--- config.mk ---
export PLATFORM = sky130hd
export DESIGN_NAME = fetch_unit
export DESIGN_NICKNAME = d
export VERILOG_FILES = /design/src/rtl/fetch_unit.sv
export SDC_FILE = /design/constraint.sdc
export NUM_CORES = 1
export LEC_CHECK = 0
export CAP_MARGIN = 25
export CORE_ASPECT_RATIO = 1.4
export CORE_MARGIN = 2
export CORE_UTILIZATION = 39
export DETAILED_ROUTE_END_ITERATION = 16
export PLACE_DENSITY = 0.76
export SYNTH_ARGS = -nofsm -noshare
export SYNTH_HDL_FRONTEND = slang
export SYNTH_SLANG_ARGS = --single-unit
--- constraint.sdc ---
create_clock -name clk -period 1.7 [get_ports clk]
set_input_delay 0.34 -clock clk [delete_from_list [all_inputs] [get_ports clk]]
set_output_delay 0.34 -clock clk [all_outputs]
set_load 0.02 [all_outputs]
--- src/rtl/fetch_unit.sv ---
// fetch_unit: single-outstanding instruction fetch FSM; optional WAIT/DRAIN timeout enabled by defining FETCH_TIMEOUT_EN
module fetch_unit #(
  parameter int TIMEOUT_CYCLES = 16
) (
  input  logic        clk,
  input  logic        rst,
  input  logic [31:0] pc_in,
  output logic        pc_write,
  input  logic        flush,
  output logic        imem_req_valid,
  input  logic        imem_req_ready,
  output logic [31:0] imem_addr,
  input  logic        imem_rsp_valid,
  input  logic [31:0] imem_rdata,
  output logic        instr_valid,
  input  logic        instr_ready,
  output logic [31:0] instr,
  output logic [31:0] instr_pc,
  output logic        fetch_err
);
  typedef enum logic [2:0] {IDLE, REQ, WAIT, DRAIN, HOLD} state_t;
  state_t      state_q, state_d;
  logic [31:0] addr_q, addr_d, instr_q, instr_d, ipc_q, ipc_d;
  logic        timeout;
`ifdef FETCH_TIMEOUT_EN
  localparam int CW = $clog2(TIMEOUT_CYCLES + 1);
  logic [CW-1:0] cnt_q, cnt_d;
  logic          err_q, waiting;
  assign waiting = (state_q == WAIT || state_q == DRAIN) && !imem_rsp_valid;
  assign cnt_d = waiting ? cnt_q + CW'(cnt_q != '1) : '0;
  assign timeout = waiting && cnt_q >= CW'(TIMEOUT_CYCLES - 1);
  assign fetch_err = err_q;
  // Count consecutive response-less WAIT/DRAIN cycles; a timeout latches a sticky error
  always_ff @(posedge clk or negedge rst)
    if (!rst) begin
      cnt_q <= '0;
      err_q <= 1'b0;
    end else begin
      cnt_q <= cnt_d;
      err_q <= err_q | (timeout && !flush);
    end
`else
  assign timeout = 1'b0;
  assign fetch_err = 1'b0;
`endif
  assign imem_req_valid = state_q == REQ;
  assign imem_addr = imem_req_valid ? pc_in : addr_q;
  assign instr_valid = state_q == HOLD;
  assign pc_write = instr_valid && instr_ready && !flush;
  assign instr = instr_q;
  assign instr_pc = ipc_q;
  // Next state and datapath updates; flush wins over every other event
  always_comb begin
    state_d = state_q;
    addr_d = addr_q;
    instr_d = instr_q;
    ipc_d = ipc_q;
    case (state_q)
      IDLE:  if (!fetch_err) state_d = REQ;
      REQ:   if (imem_req_ready) begin
               addr_d = pc_in;
               state_d = flush ? DRAIN : WAIT;
             end
      WAIT:  if (flush) state_d = imem_rsp_valid ? REQ : DRAIN;
             else if (imem_rsp_valid) begin
               instr_d = imem_rdata;
               ipc_d = addr_q;
               state_d = HOLD;
             end else if (timeout) state_d = IDLE;
      DRAIN: if (imem_rsp_valid) state_d = REQ;
             else if (!flush && timeout) state_d = IDLE;
      HOLD:  if (flush || instr_ready) state_d = REQ;
      default: state_d = IDLE;
    endcase
  end
  // State and datapath registers, cleared asynchronously by reset
  always_ff @(posedge clk or negedge rst)
    if (!rst) begin
      state_q <= IDLE;
      addr_q <= '0;
      instr_q <= '0;
      ipc_q <= '0;
    end else begin
      state_q <= state_d;
      addr_q <= addr_d;
      instr_q <= instr_d;
      ipc_q <= ipc_d;
    end
endmodule

==> results_dict.tcl <==
set metrics [dict create \
    status "finished with violations" \
    violations "setup timing" \
    p_clk_frac 0.168 \
    drt-total-wl_um 12610 \
    placed_cell_area_um2 6193 \
    synthArstFlopShare 1.000 \
    syn_nets 330 \
    cp_max_fo 6 \
    io_buffers 168 \
    cap_violations 0 \
    drv_slew 0 \
    drt_iter0_drc 97 \
    io_pins 170 \
    p_per_area_nw_per_um2 1721 \
    r2r_end "instr_pc[14]$_DFFE_PN0P_" \
    clock-sinks 99 \
    crit_type "reg -> out" \
    yosys-top-cells-area "dfrtp_1 59%, mux2_2 33%, buf_6 1.9%, mux2_1 1.6%, buf_4 0.89%" \
    fin_ws_ns -0.4545 \
    critPathArrivalTime_ns 1.81 \
    fp-row-count 44 \
    hold_violations 0 \
    skew_ns 0.007307 \
    seqPwrFrac 0.318 \
    cts_tree "yes" \
    worstReg2RegStart "state_q[2]$_DFFE_PN0P_" \
    synth_top_area_share 0.5903 \
    ys_ff_latch 99 \
    cp.required_ns 1.36 \
    clockRootBuffer "clkbuf_16" \
    yosys-top-cells-count "123 x mux2_2, 99 x dfrtp_1, 7 x buf_6, 6 x mux2_1, 5 x buf_4" \
    vias 3064 \
    synthXorXnorAreaFrac 0 \
    dp.cells 574 \
    synth_adder_area_share 0 \
    cts_inserted_buffers 9 \
    grt_max_degree 100 \
    start_util 0.4033 \
    grt_pass1_wl_um 18460 \
    place_hpwl_um 7048 \
    clock.fmax_mhz 464.1 \
    setup_violations 105 \
    p_leak_nw 3.536 \
    first_pass_iters 4 \
    htree_levels 3 \
    rsz0062_at_grt "true" \
    swShare 0.3336 \
    grt_pass1_vias 3404 \
    synth_top_family_by_area "multiplexers" \
    ant_nets 0 \
    p_sw_mw 4.288 \
    critical_path.slowest_cell "dfrtp_1" \
    drive_gt1_frac 0.5010 \
    cp-start-kind "flop" \
    finalPower_mw 12.85 \
    place_congestion 0.7436 \
    path_common_cell "buf_6" \
    layout.cells.non_filler 623 \
    slew_headroom 0.6508 \
    core_region_area_um2 10410 \
    pre_cts_ws_ns -0.4447 \
    critPathMaxStageDelay_ns 0.41 \
    n_antenna_cell 0 \
    avgSynthCellArea_um2 16.14 \
    grt-ovfl-total 0 \
    vdd_drop_max_mv 0.9656 \
    synthMuxAreaShare 0.3462 \
    worst_pin_slew_ns 0.5238 \
    end_kind "output port" \
    cts_hold_buf 0 \
    min_period_ns 2.155 \
    antenna_found_initial 0 \
    die_y_um 126.7 \
    via_per_inst 4.918 \
    ys.flop_type "dfrtp_1" \
    wl_per_cell_um 20.24 \
    synth-compound-area-share 0.007752 \
    synth_area_um2 4197 \
    synth_edf_count 0 \
    fillerInstances 662 \
    final.setup.tns_ns -30.20 \
    hp-class "in -> async" \
    multiInputGateArea_um2 1886 \
    pwr-share-comb 0.514 \
    post_synth_num_cell_types 19 \
    track_usage 0.2082 \
    clk-insertion-delay-late_ns 0.34 \
    yosysTopAreaCell "dfrtp_1" \
    regToRegSetupSlack_ns -0.32 \
    yosys_warnings 0 \
    drc 0 \
    seqCellArea_um2 2477 \
    cts_buffer_depth 2 \
    intPower_mw 8.565 \
    stdcell_area_um2 7468 \
    crit_chain "nor3b_4, buf_6, buf_8, buf_16, mux2_4, buf_6" \
    die_x_um 91.67 \
    final.period_utilization 1.267 \
    nets 551 \
    die_area_um2 11620 \
    synth_most_common_cell "mux2_2" \
    rr_worst_depth 9 \
    ys_seq_area_frac 0.5903 \
    path_clk_slew_ns 0.07 \
    syn-instance-count 260 \
    area_growth_pct 77.97 \
    synth_simple_gate_area_frac 0.02355 \
]
[metal layers]
metal  up-vias  share of wire  track usage
li1       1377              -            -
met1      1570           0.34       0.2204
met2        98           0.60       0.4061
met3        19          0.038      0.02732
met4         0          0.021      0.08645
met5         -              0            0
[cells by family after synthesis]
kind of cell / count (synthesis)
flops: 99
compound gates: 4
mux: 129
simple gates: 12
other cells: 1
buf+inv: 15
[how the worst max path moves through the flow]
stage                                start            end  slack (ns)
floorplan           state_q[1]$_DFFE_PN0P_  imem_addr[22]       -0.04
global placement    state_q[1]$_DFFE_PN0P_   imem_addr[2]       -0.41
detailed placement  state_q[1]$_DFFE_PN0P_   imem_addr[6]       -0.44
CTS                 state_q[2]$_DFFE_PN0P_  imem_addr[29]       -0.48
global route        state_q[1]$_DFFE_PN0P_  imem_addr[30]       -0.51
finish              state_q[1]$_DFFE_PN0P_  imem_addr[30]       -0.45
[stage by stage]
| step | utilization | hold slack, ns |
|---|---|---|
| after floorplan | - | 0.04441 |
| after global placement | 0.5952 | 0.4341 |
| after detailed placement | 0.5952 | 0.4417 |
| after CTS | 0.6861 | 0.07981 |
| after global routing | 0.7178 | 0.06950 |
| final | 0.7178 | 0.04866 |
[layout by cell type, fill, tap and decap left out, types with 8 or more instances in the layout]
master           instances
mux2_4                  74
clkdlybuf4s50_1        119
buf_16                   9
clkbuf_16               13
dlymetal6s2s_1          13
buf_4                   20
buf_12                   8
mux2_2                  55
buf_6                   47
dfrtp_1                 99
[power groups by stage]
| stage | sequential, mW | combinational [mW] | clock (mW) |
|---|---|---|---|
| detailed placement | 4.06 | 5.62 | 0 |
| finish | 4.08 | 6.61 | 2.16 |
| global placement | 4.00 | 5.52 | 0 |
| floorplan | 4.85 | 2.06 | 0 |
| global route | 4.22 | 6.89 | 2.31 |
| CTS | 4.04 | 6.30 | 2.21 |
[flip-flops by register name, indices dropped and copies added (netlist names)]
signal and count:
addr_q 32, instr 32, instr_pc 32, state_q 3
[critical path, delay by kind of cell, from the launching register on]
kind | cells | cell delay [ns]
mux | 1 | 0.30
buf+inv | 4 | 0.52
flops | 1 | 0.41
simple gates | 1 | 0.23
[final cells by class]
class,count,share of cell area
Clock inverter,5,0.01039
Timing Repair Buffer,225,0.3503
Multi-Input combinational cell,146,0.2525
Tap cell,138,0.02312
Sequential cell,99,0.3317
Clock buffer,10,0.03200
[what timing repair did]
item | in CTS | in global routing
buffers inserted | 17 | 6
resized for setup | 262 | 71
gates cloned | 11 | 6
pin swaps | 3 | 3
setup endpoints to repair | 96 | 125
Note: power is estimated with default switching activity, not from simulation.
